## src/rtl/cmp_share_arbiter_if.sv

```systemverilog
// Requester-side bus of the shared comparator arbiter.
//   req      : per-requester request level
//   a_in     : packed operand A, requester i at [i*W +: W]
//   b_in     : packed operand B, same packing
//   gnt      : one-hot pulse, operands of that requester captured
//   done     : one-hot pulse, result for that requester valid
//   res_gt/lt/eq : registered comparison result of the last completed compare
//   res_id   : requester index of the last completed compare
//   busy     : a compare is in flight
// master = requester side, slave = arbiter side.
interface cmp_share_arbiter_if #(
    parameter int N_REQ = 4,
    parameter int W     = 4,
    parameter int IDW   = $clog2(N_REQ)
);
    logic [N_REQ-1:0]   req;
    logic [N_REQ*W-1:0] a_in;
    logic [N_REQ*W-1:0] b_in;
    logic [N_REQ-1:0]   gnt;
    logic [N_REQ-1:0]   done;
    logic               res_gt;
    logic               res_lt;
    logic               res_eq;
    logic [IDW-1:0]     res_id;
    logic               busy;

    modport master (
        output req, a_in, b_in,
        input  gnt, done, res_gt, res_lt, res_eq, res_id, busy
    );

    modport slave (
        input  req, a_in, b_in,
        output gnt, done, res_gt, res_lt, res_eq, res_id, busy
    );
endinterface

```

## src/rtl/cmp_share_arbiter.sv

```systemverilog
// Shares one unsigned magnitude comparator between N_REQ requesters.
// Requests are granted round-robin; the winner's operands are registered,
// compared in the following cycle, and a tagged result is returned.
//   clk : rising-edge clock
//   rst : synchronous active-high reset
//   bus : cmp_share_arbiter_if.slave (req/a_in/b_in in, gnt/done/res_*/busy out)

// Unsigned W-bit magnitude comparator, purely combinational.
module cmp_mag #(
    parameter int W = 4
) (
    input  logic [W-1:0] a,
    input  logic [W-1:0] b,
    output logic         gt,
    output logic         lt,
    output logic         eq
);
    assign gt = (a > b);
    assign lt = (a < b);
    assign eq = (a == b);
endmodule

// state | meaning
// IDLE  | waiting for a request; grant decided combinationally, taken at the edge
// CMP   | captured operands on the comparator; result registered at the edge
module cmp_share_arbiter #(
    parameter int N_REQ = 4,
    parameter int W     = 4,
    parameter int IDW   = $clog2(N_REQ)
) (
    input  logic               clk,
    input  logic               rst,
    cmp_share_arbiter_if.slave bus
);
    typedef enum logic {IDLE, CMP} state_t;

    localparam logic [N_REQ-1:0] ONE_HOT0 = {{(N_REQ-1){1'b0}}, 1'b1};

    state_t           state;
    logic [W-1:0]     op_a;
    logic [W-1:0]     op_b;
    logic [IDW-1:0]   cur_id;
    logic [IDW-1:0]   last_id;
    logic [N_REQ-1:0] gnt_q;
    logic [N_REQ-1:0] done_q;
    logic             res_gt_q;
    logic             res_lt_q;
    logic             res_eq_q;
    logic [IDW-1:0]   res_id_q;
    logic             busy_q;

    logic             win_found;
    logic [IDW-1:0]   win_id;
    logic [IDW-1:0]   cand;
    logic             cmp_gt;
    logic             cmp_lt;
    logic             cmp_eq;

    // Search starts one past the last winner so the last winner is checked last.
    always_comb begin
        win_found = 1'b0;
        win_id    = '0;
        cand      = '0;
        for (int k = 1; k <= N_REQ; k++) begin
            cand = IDW'((int'(last_id) + k) % N_REQ);
            if (!win_found && bus.req[cand]) begin
                win_found = 1'b1;
                win_id    = cand;
            end
        end
    end

    cmp_mag #(.W(W)) u_cmp (
        .a  (op_a),
        .b  (op_b),
        .gt (cmp_gt),
        .lt (cmp_lt),
        .eq (cmp_eq)
    );

    always_ff @(posedge clk) begin
        if (rst) begin
            state    <= IDLE;
            op_a     <= '0;
            op_b     <= '0;
            cur_id   <= '0;
            last_id  <= IDW'(N_REQ - 1);
            gnt_q    <= '0;
            done_q   <= '0;
            res_gt_q <= 1'b0;
            res_lt_q <= 1'b0;
            res_eq_q <= 1'b0;
            res_id_q <= '0;
            busy_q   <= 1'b0;
        end else begin
            gnt_q  <= '0;
            done_q <= '0;
            case (state)
                IDLE: begin
                    if (win_found) begin
                        op_a    <= bus.a_in[int'(win_id)*W +: W];
                        op_b    <= bus.b_in[int'(win_id)*W +: W];
                        cur_id  <= win_id;
                        last_id <= win_id;
                        gnt_q   <= ONE_HOT0 << win_id;
                        busy_q  <= 1'b1;
                        state   <= CMP;
                    end
                end
                CMP: begin
                    res_gt_q <= cmp_gt;
                    res_lt_q <= cmp_lt;
                    res_eq_q <= cmp_eq;
                    res_id_q <= cur_id;
                    done_q   <= ONE_HOT0 << cur_id;
                    busy_q   <= 1'b0;
                    state    <= IDLE;
                end
                default: state <= IDLE;
            endcase
        end
    end

    assign bus.gnt    = gnt_q;
    assign bus.done   = done_q;
    assign bus.res_gt = res_gt_q;
    assign bus.res_lt = res_lt_q;
    assign bus.res_eq = res_eq_q;
    assign bus.res_id = res_id_q;
    assign bus.busy   = busy_q;
endmodule

```

## src/flat_wrapper.sv

```systemverilog
// flat-port wrapper written by rule: the top's interface ports become plain ports
module cmp_share_arbiter_flat 
#(
    parameter int N_REQ = 4,
    parameter int W     = 4,
    parameter int IDW   = $clog2(N_REQ)
)
  (clk, rst, bus_req, bus_a_in, bus_b_in, bus_gnt, bus_done, bus_res_gt, bus_res_lt, bus_res_eq, bus_res_id, bus_busy);
  cmp_share_arbiter_if #(.N_REQ(N_REQ), .W(W), .IDW(IDW)) bus_i ();
  input  logic clk;
  input  logic rst;
  input wire logic [$bits(bus_i.req)-1:0] bus_req;
  input wire logic [$bits(bus_i.a_in)-1:0] bus_a_in;
  input wire logic [$bits(bus_i.b_in)-1:0] bus_b_in;
  output wire logic [$bits(bus_i.gnt)-1:0] bus_gnt;
  output wire logic [$bits(bus_i.done)-1:0] bus_done;
  output wire logic [$bits(bus_i.res_gt)-1:0] bus_res_gt;
  output wire logic [$bits(bus_i.res_lt)-1:0] bus_res_lt;
  output wire logic [$bits(bus_i.res_eq)-1:0] bus_res_eq;
  output wire logic [$bits(bus_i.res_id)-1:0] bus_res_id;
  output wire logic [$bits(bus_i.busy)-1:0] bus_busy;
  assign bus_i.req = bus_req;
  assign bus_i.a_in = bus_a_in;
  assign bus_i.b_in = bus_b_in;
  assign bus_gnt = bus_i.gnt;
  assign bus_done = bus_i.done;
  assign bus_res_gt = bus_i.res_gt;
  assign bus_res_lt = bus_i.res_lt;
  assign bus_res_eq = bus_i.res_eq;
  assign bus_res_id = bus_i.res_id;
  assign bus_busy = bus_i.busy;
  cmp_share_arbiter #(.N_REQ(N_REQ), .W(W), .IDW(IDW)) u_core (.clk(clk), .rst(rst), .bus(bus_i));
endmodule
```

## config.mk

```make
export PLATFORM = sky130hd
export DESIGN_NAME = cmp_share_arbiter_flat
export DESIGN_NICKNAME = d
export VERILOG_FILES = /design/src/rtl/cmp_share_arbiter_if.sv /design/src/rtl/cmp_share_arbiter.sv /design/src/flat_wrapper.sv
export SDC_FILE = /design/constraint.sdc
export NUM_CORES = 1
export LEC_CHECK = 0
export CAP_MARGIN = 10
export CELL_PAD_IN_SITES_DETAIL_PLACEMENT = 0
export CELL_PAD_IN_SITES_GLOBAL_PLACEMENT = 1
export CORE_MARGIN = 1.5
export CORE_UTILIZATION = 35
export CTS_BUF_LIST = sky130_fd_sc_hd__clkbuf_4 sky130_fd_sc_hd__clkbuf_8
export DETAILED_ROUTE_END_ITERATION = 7
export PLACE_DENSITY_LB_ADDON = 0.1
export SLEW_MARGIN = 15
export SYNTH_ARGS = -nofsm -noshare
export SYNTH_HDL_FRONTEND = slang
export SYNTH_HIERARCHICAL = 1
export SYNTH_SLANG_ARGS = --single-unit
export TNS_END_PERCENT = 5
```

## constraint.sdc

```tcl
create_clock -name clk -period 3.13 [get_ports clk]
set_input_delay 0.626 -clock clk [delete_from_list [all_inputs] [get_ports clk]]
set_output_delay 0.626 -clock clk [all_outputs]
set_load 0.005 [all_outputs]
```

==> key figures <==
Run status
  • Status: finished, final reports clean

CTS
  • Postcts setup bufs: 0
  • Clock-pin slew on the worst setup and hold paths: 0.09 ns
  • CTS Sinks: 27
  • # resized after CTS: 0
  • Htree depth: 1
  • CTS Root Cell: clkbuf_8
  • Worst-case clock buffer depth: 2
  • Hold Buf Count CTS: 0
  • Worst-Skew Late Latency: 0.27 ns
  • Inserted Clock Buffers: 3
  • CTS tree: built

Power and ir drop
  • PwrDens: 453.3 nW/um2
  • Leakage Power: 0.7604 nW
  • VDD IR max: 0.2030 mV

Synthesis
  • Seq cells post-synth: 27
  • Post-synthesis mux area share: 15.92%
  • Cell count after synthesis: 132
  • Synth Area in XOR/XNOR: 0%
  • Syn_area_per_cell: 10.00 um2
  • Synth Area in Adders: 3.791%
  • Largest family of logic cells by synthesized area: simple AND/OR/NAND/NOR gates
  • Unique masters post-synth: 31
  • Synthesis Warnings: 6
  • Syn Nets: 174
  • Register area share after synthesis: 40.95%
  • Synth Area in Compound Gates: 15.36%
  • Post-Synth Simple-Gate Area: 18.96%
  • Cell Area, Synth: 1320 um2

Die
  • Vert. Die Dim: 64.41 um
  • Row count: 22
  • Die area: 4149 um2
  • CORE AREA: 3633 um2
  • Top-Level Pins: 52
  • Die Wd: 64.41 um
  • Initial core utilization: 36.33%

GRT
  • Global-route wire length before repair: 4836 um
  • Overall Global Routing Usage: 14.83%
  • Initial antenna violation count: 0
  • Gr ovfl total: 0
  • Largest net degree at the start of global routing: 23
  • Vias in the first global route: 1147

Timing
  • Worst-Margin Slew: 0.4143 ns
  • Final worst setup slack: 0.9698 ns
  • Fin crit share: 69.02%
  • Fmax: 462.9 MHz
  • Final Setup Violations: 0
  • Max transition margin: 72.34%
  • Worst clock skew: 0.003864 ns
  • Slew Limit Fails: 0
  • Setup TNS: 0 ns
  • Unrepaired setup endpoints after global routing: no
  • Number of hold violations in the final report: 0
  • Final worst path period need: 2.160 ns

Detailed routing
  • Via count: 1161
  • Initial DRC Count: 33
  • WL final: 2809 um
  • Post-DR vias/cell: 5.004
  • WL per Instance: 12.11 um
  • Initial DRT Pass Iterations: 4
  • Drt drc: 0
  • Post-route antenna net violation count: 0

Min path
  • HP Class: reg2reg

Setup path
  • WP buf/inv: 2
  • Max FO, Critical Path: 21
  • Critical path required time: 3.28 ns
  • Startpoint types: primary input
  • Largest delay share family, worst path: buffers and inverters
  • Crit-path max cell delay: 0.57 ns
  • Critical Path Sink Type: flop
  • Data arrival, critical path: 2.31 ns
  • Critical path type: in2reg
  • Critical path's slowest cell: clkdlybuf4s50_1
  • Worst-path cell chain: clkdlybuf4s50_1, and2b_1, a21oi_2, o221ai_4, buf_4, mux2i_1, o221ai_1

Placement
  • IO buf count: 51
  • Placed inst area: 1869 um2
  • Half-perimeter wire length after placement: 2220 um
  • Routability Congestion: 0.6868
  • Inst Count DP: 228
  • Placement Setup Slack: 0.6541 ns

Final layout
  • Layout cells sized above 1: 8.696%
  • Inserted Diodes: 0
  • Final core occ: 52.72%
  • Area Growth Syn to Fin: 45.12%
  • Fin area: 1916 um2
  • Final Non-Filler Cells: 232
  • Filler instances: 388
  • Final Net Count: 227

Flow run
  • Max_cap viols: 0
-- path summary, 6_finish.rpt --
check / start / to / slack [ns] / cells past startpoint
setup / recovery: bus_req[3] / u_core/op_a[2] / 0.97 / 7
hold / removal: u_core/bus.busy / u_core/bus.busy / 0.48 / 2
setup reg to reg: u_core/last_id[1] / u_core/op_a[2] / 1.46 / 6
hold reg to reg: u_core/bus.busy / u_core/bus.busy / 0.48 / 2
-- cells in the mapped netlist (all sizes together) --
cell	instances	area [um2]
or2	1	6.260
o22ai	1	6.260
o221ai	9	96.35
nand2	7	26.28
nand2b	5	31.28
o22a	1	10.01
dfxtp	27	540.5
and2b	1	7.510
mux2i	21	210.2
o21ai	1	5.000
nor2b	1	13.76
and3	2	12.51
clkbuf	2	7.510
nor3	3	15.01
a31o	1	8.760
a21oi	7	42.54
nor4	1	12.51
nand3b	8	60.06
ha	4	50.05
a211oi	1	7.510
inv	6	22.52
nor2	15	58.81
buf	4	36.28
and2	1	6.260
o21bai	2	26.28
-- flip-flops by register name, summed over array words and instances, names as in the netlist, 2 cells and up --
signal,count
u_core/op_a,4
u_core/last_id,2
u_core/bus.res_id,2
u_core/op_b,4
u_core/cur_id,2
u_core/bus.done,4
u_core/bus.gnt,4
-- final cells by class --
class                      count  area [um2]  area share (%)
clock inverter                 1       5.005          0.2613
timing repair buffer          54       533.0           27.82
multi-input combinational     93       713.2           37.23
sequential                    27       540.5           28.22
inverter                       6       22.52           1.176
tap                           48       60.06           3.135
clock buffer                   3       41.29           2.155
-- kinds of logic (layout without fill, tap and decap cells) --
family                   after synthesis  in the layout
multiplexers                          21             21
buffers and inverters                 12             64
adder cells (fa/ha/maj)                4              4
AO/OA/AOI/OAI                         23             23
flip-flops                            27             27
AND/OR/NAND/NOR                       45             45
-- worst min-delay path: stages (launching register included) --
cell      delay, ns
dfxtp_1        0.32
inv_1          0.05
a211oi_1       0.06
-- metal layers --
| metal | global-route usage, % | routed length (um) | vias to the layer above |
|---|---|---|---|
| li1 | - | - | 575 |
| met1 | 15.67 | 1130 | 539 |
| met2 | 28.13 | 1481 | 42 |
| met3 | 3.125 | 149 | 5 |
| met4 | 6.383 | 47 | 0 |
| met5 | 0 | 0 | - |
-- cells in the final DEF (no fill, tap or decap) --
cell / count
clkdlybuf4s50_1: 51
ha_1: 4
nor2b_4: 1
nand3b_1: 8
and2b_1: 1
clkinv_2: 1
inv_1: 6
buf_4: 3
a21oi_2: 2
a31o_2: 1
o22ai_1: 1
mux2i_1: 21
and3_1: 2
nor3_1: 3
nor2_1: 14
a21oi_1: 5
nand2_1: 7
o22a_2: 1
o221ai_1: 8
o21bai_1: 1
o221ai_4: 1
o21bai_4: 1
and2_1: 1
or2_1: 1
a211oi_1: 1
o21ai_0: 1
nand2b_1: 5
nor2_2: 1
dfxtp_1: 27
clkbuf_8: 3
nor4_2: 1
-- power by group --
group | switching [mW] | internal, mW | leakage (nW)
Combinational | 0.112 | 0.158 | 0.513
Clock | 0.106 | 0.0892 | 0.0255
Sequential | 0.0240 | 0.379 | 0.222
-- metrics by stage --
stage                     hold slack [ns]  power, mW
after floorplan                    0.4504     0.5809
after global placement             0.4427     0.6778
after detailed placement           0.4722     0.6844
after CTS                          0.4880     0.8794
after global routing               0.5057     0.9249
final                              0.4787     0.8684
No activity file was read; power rests on OpenSTA's default activity.
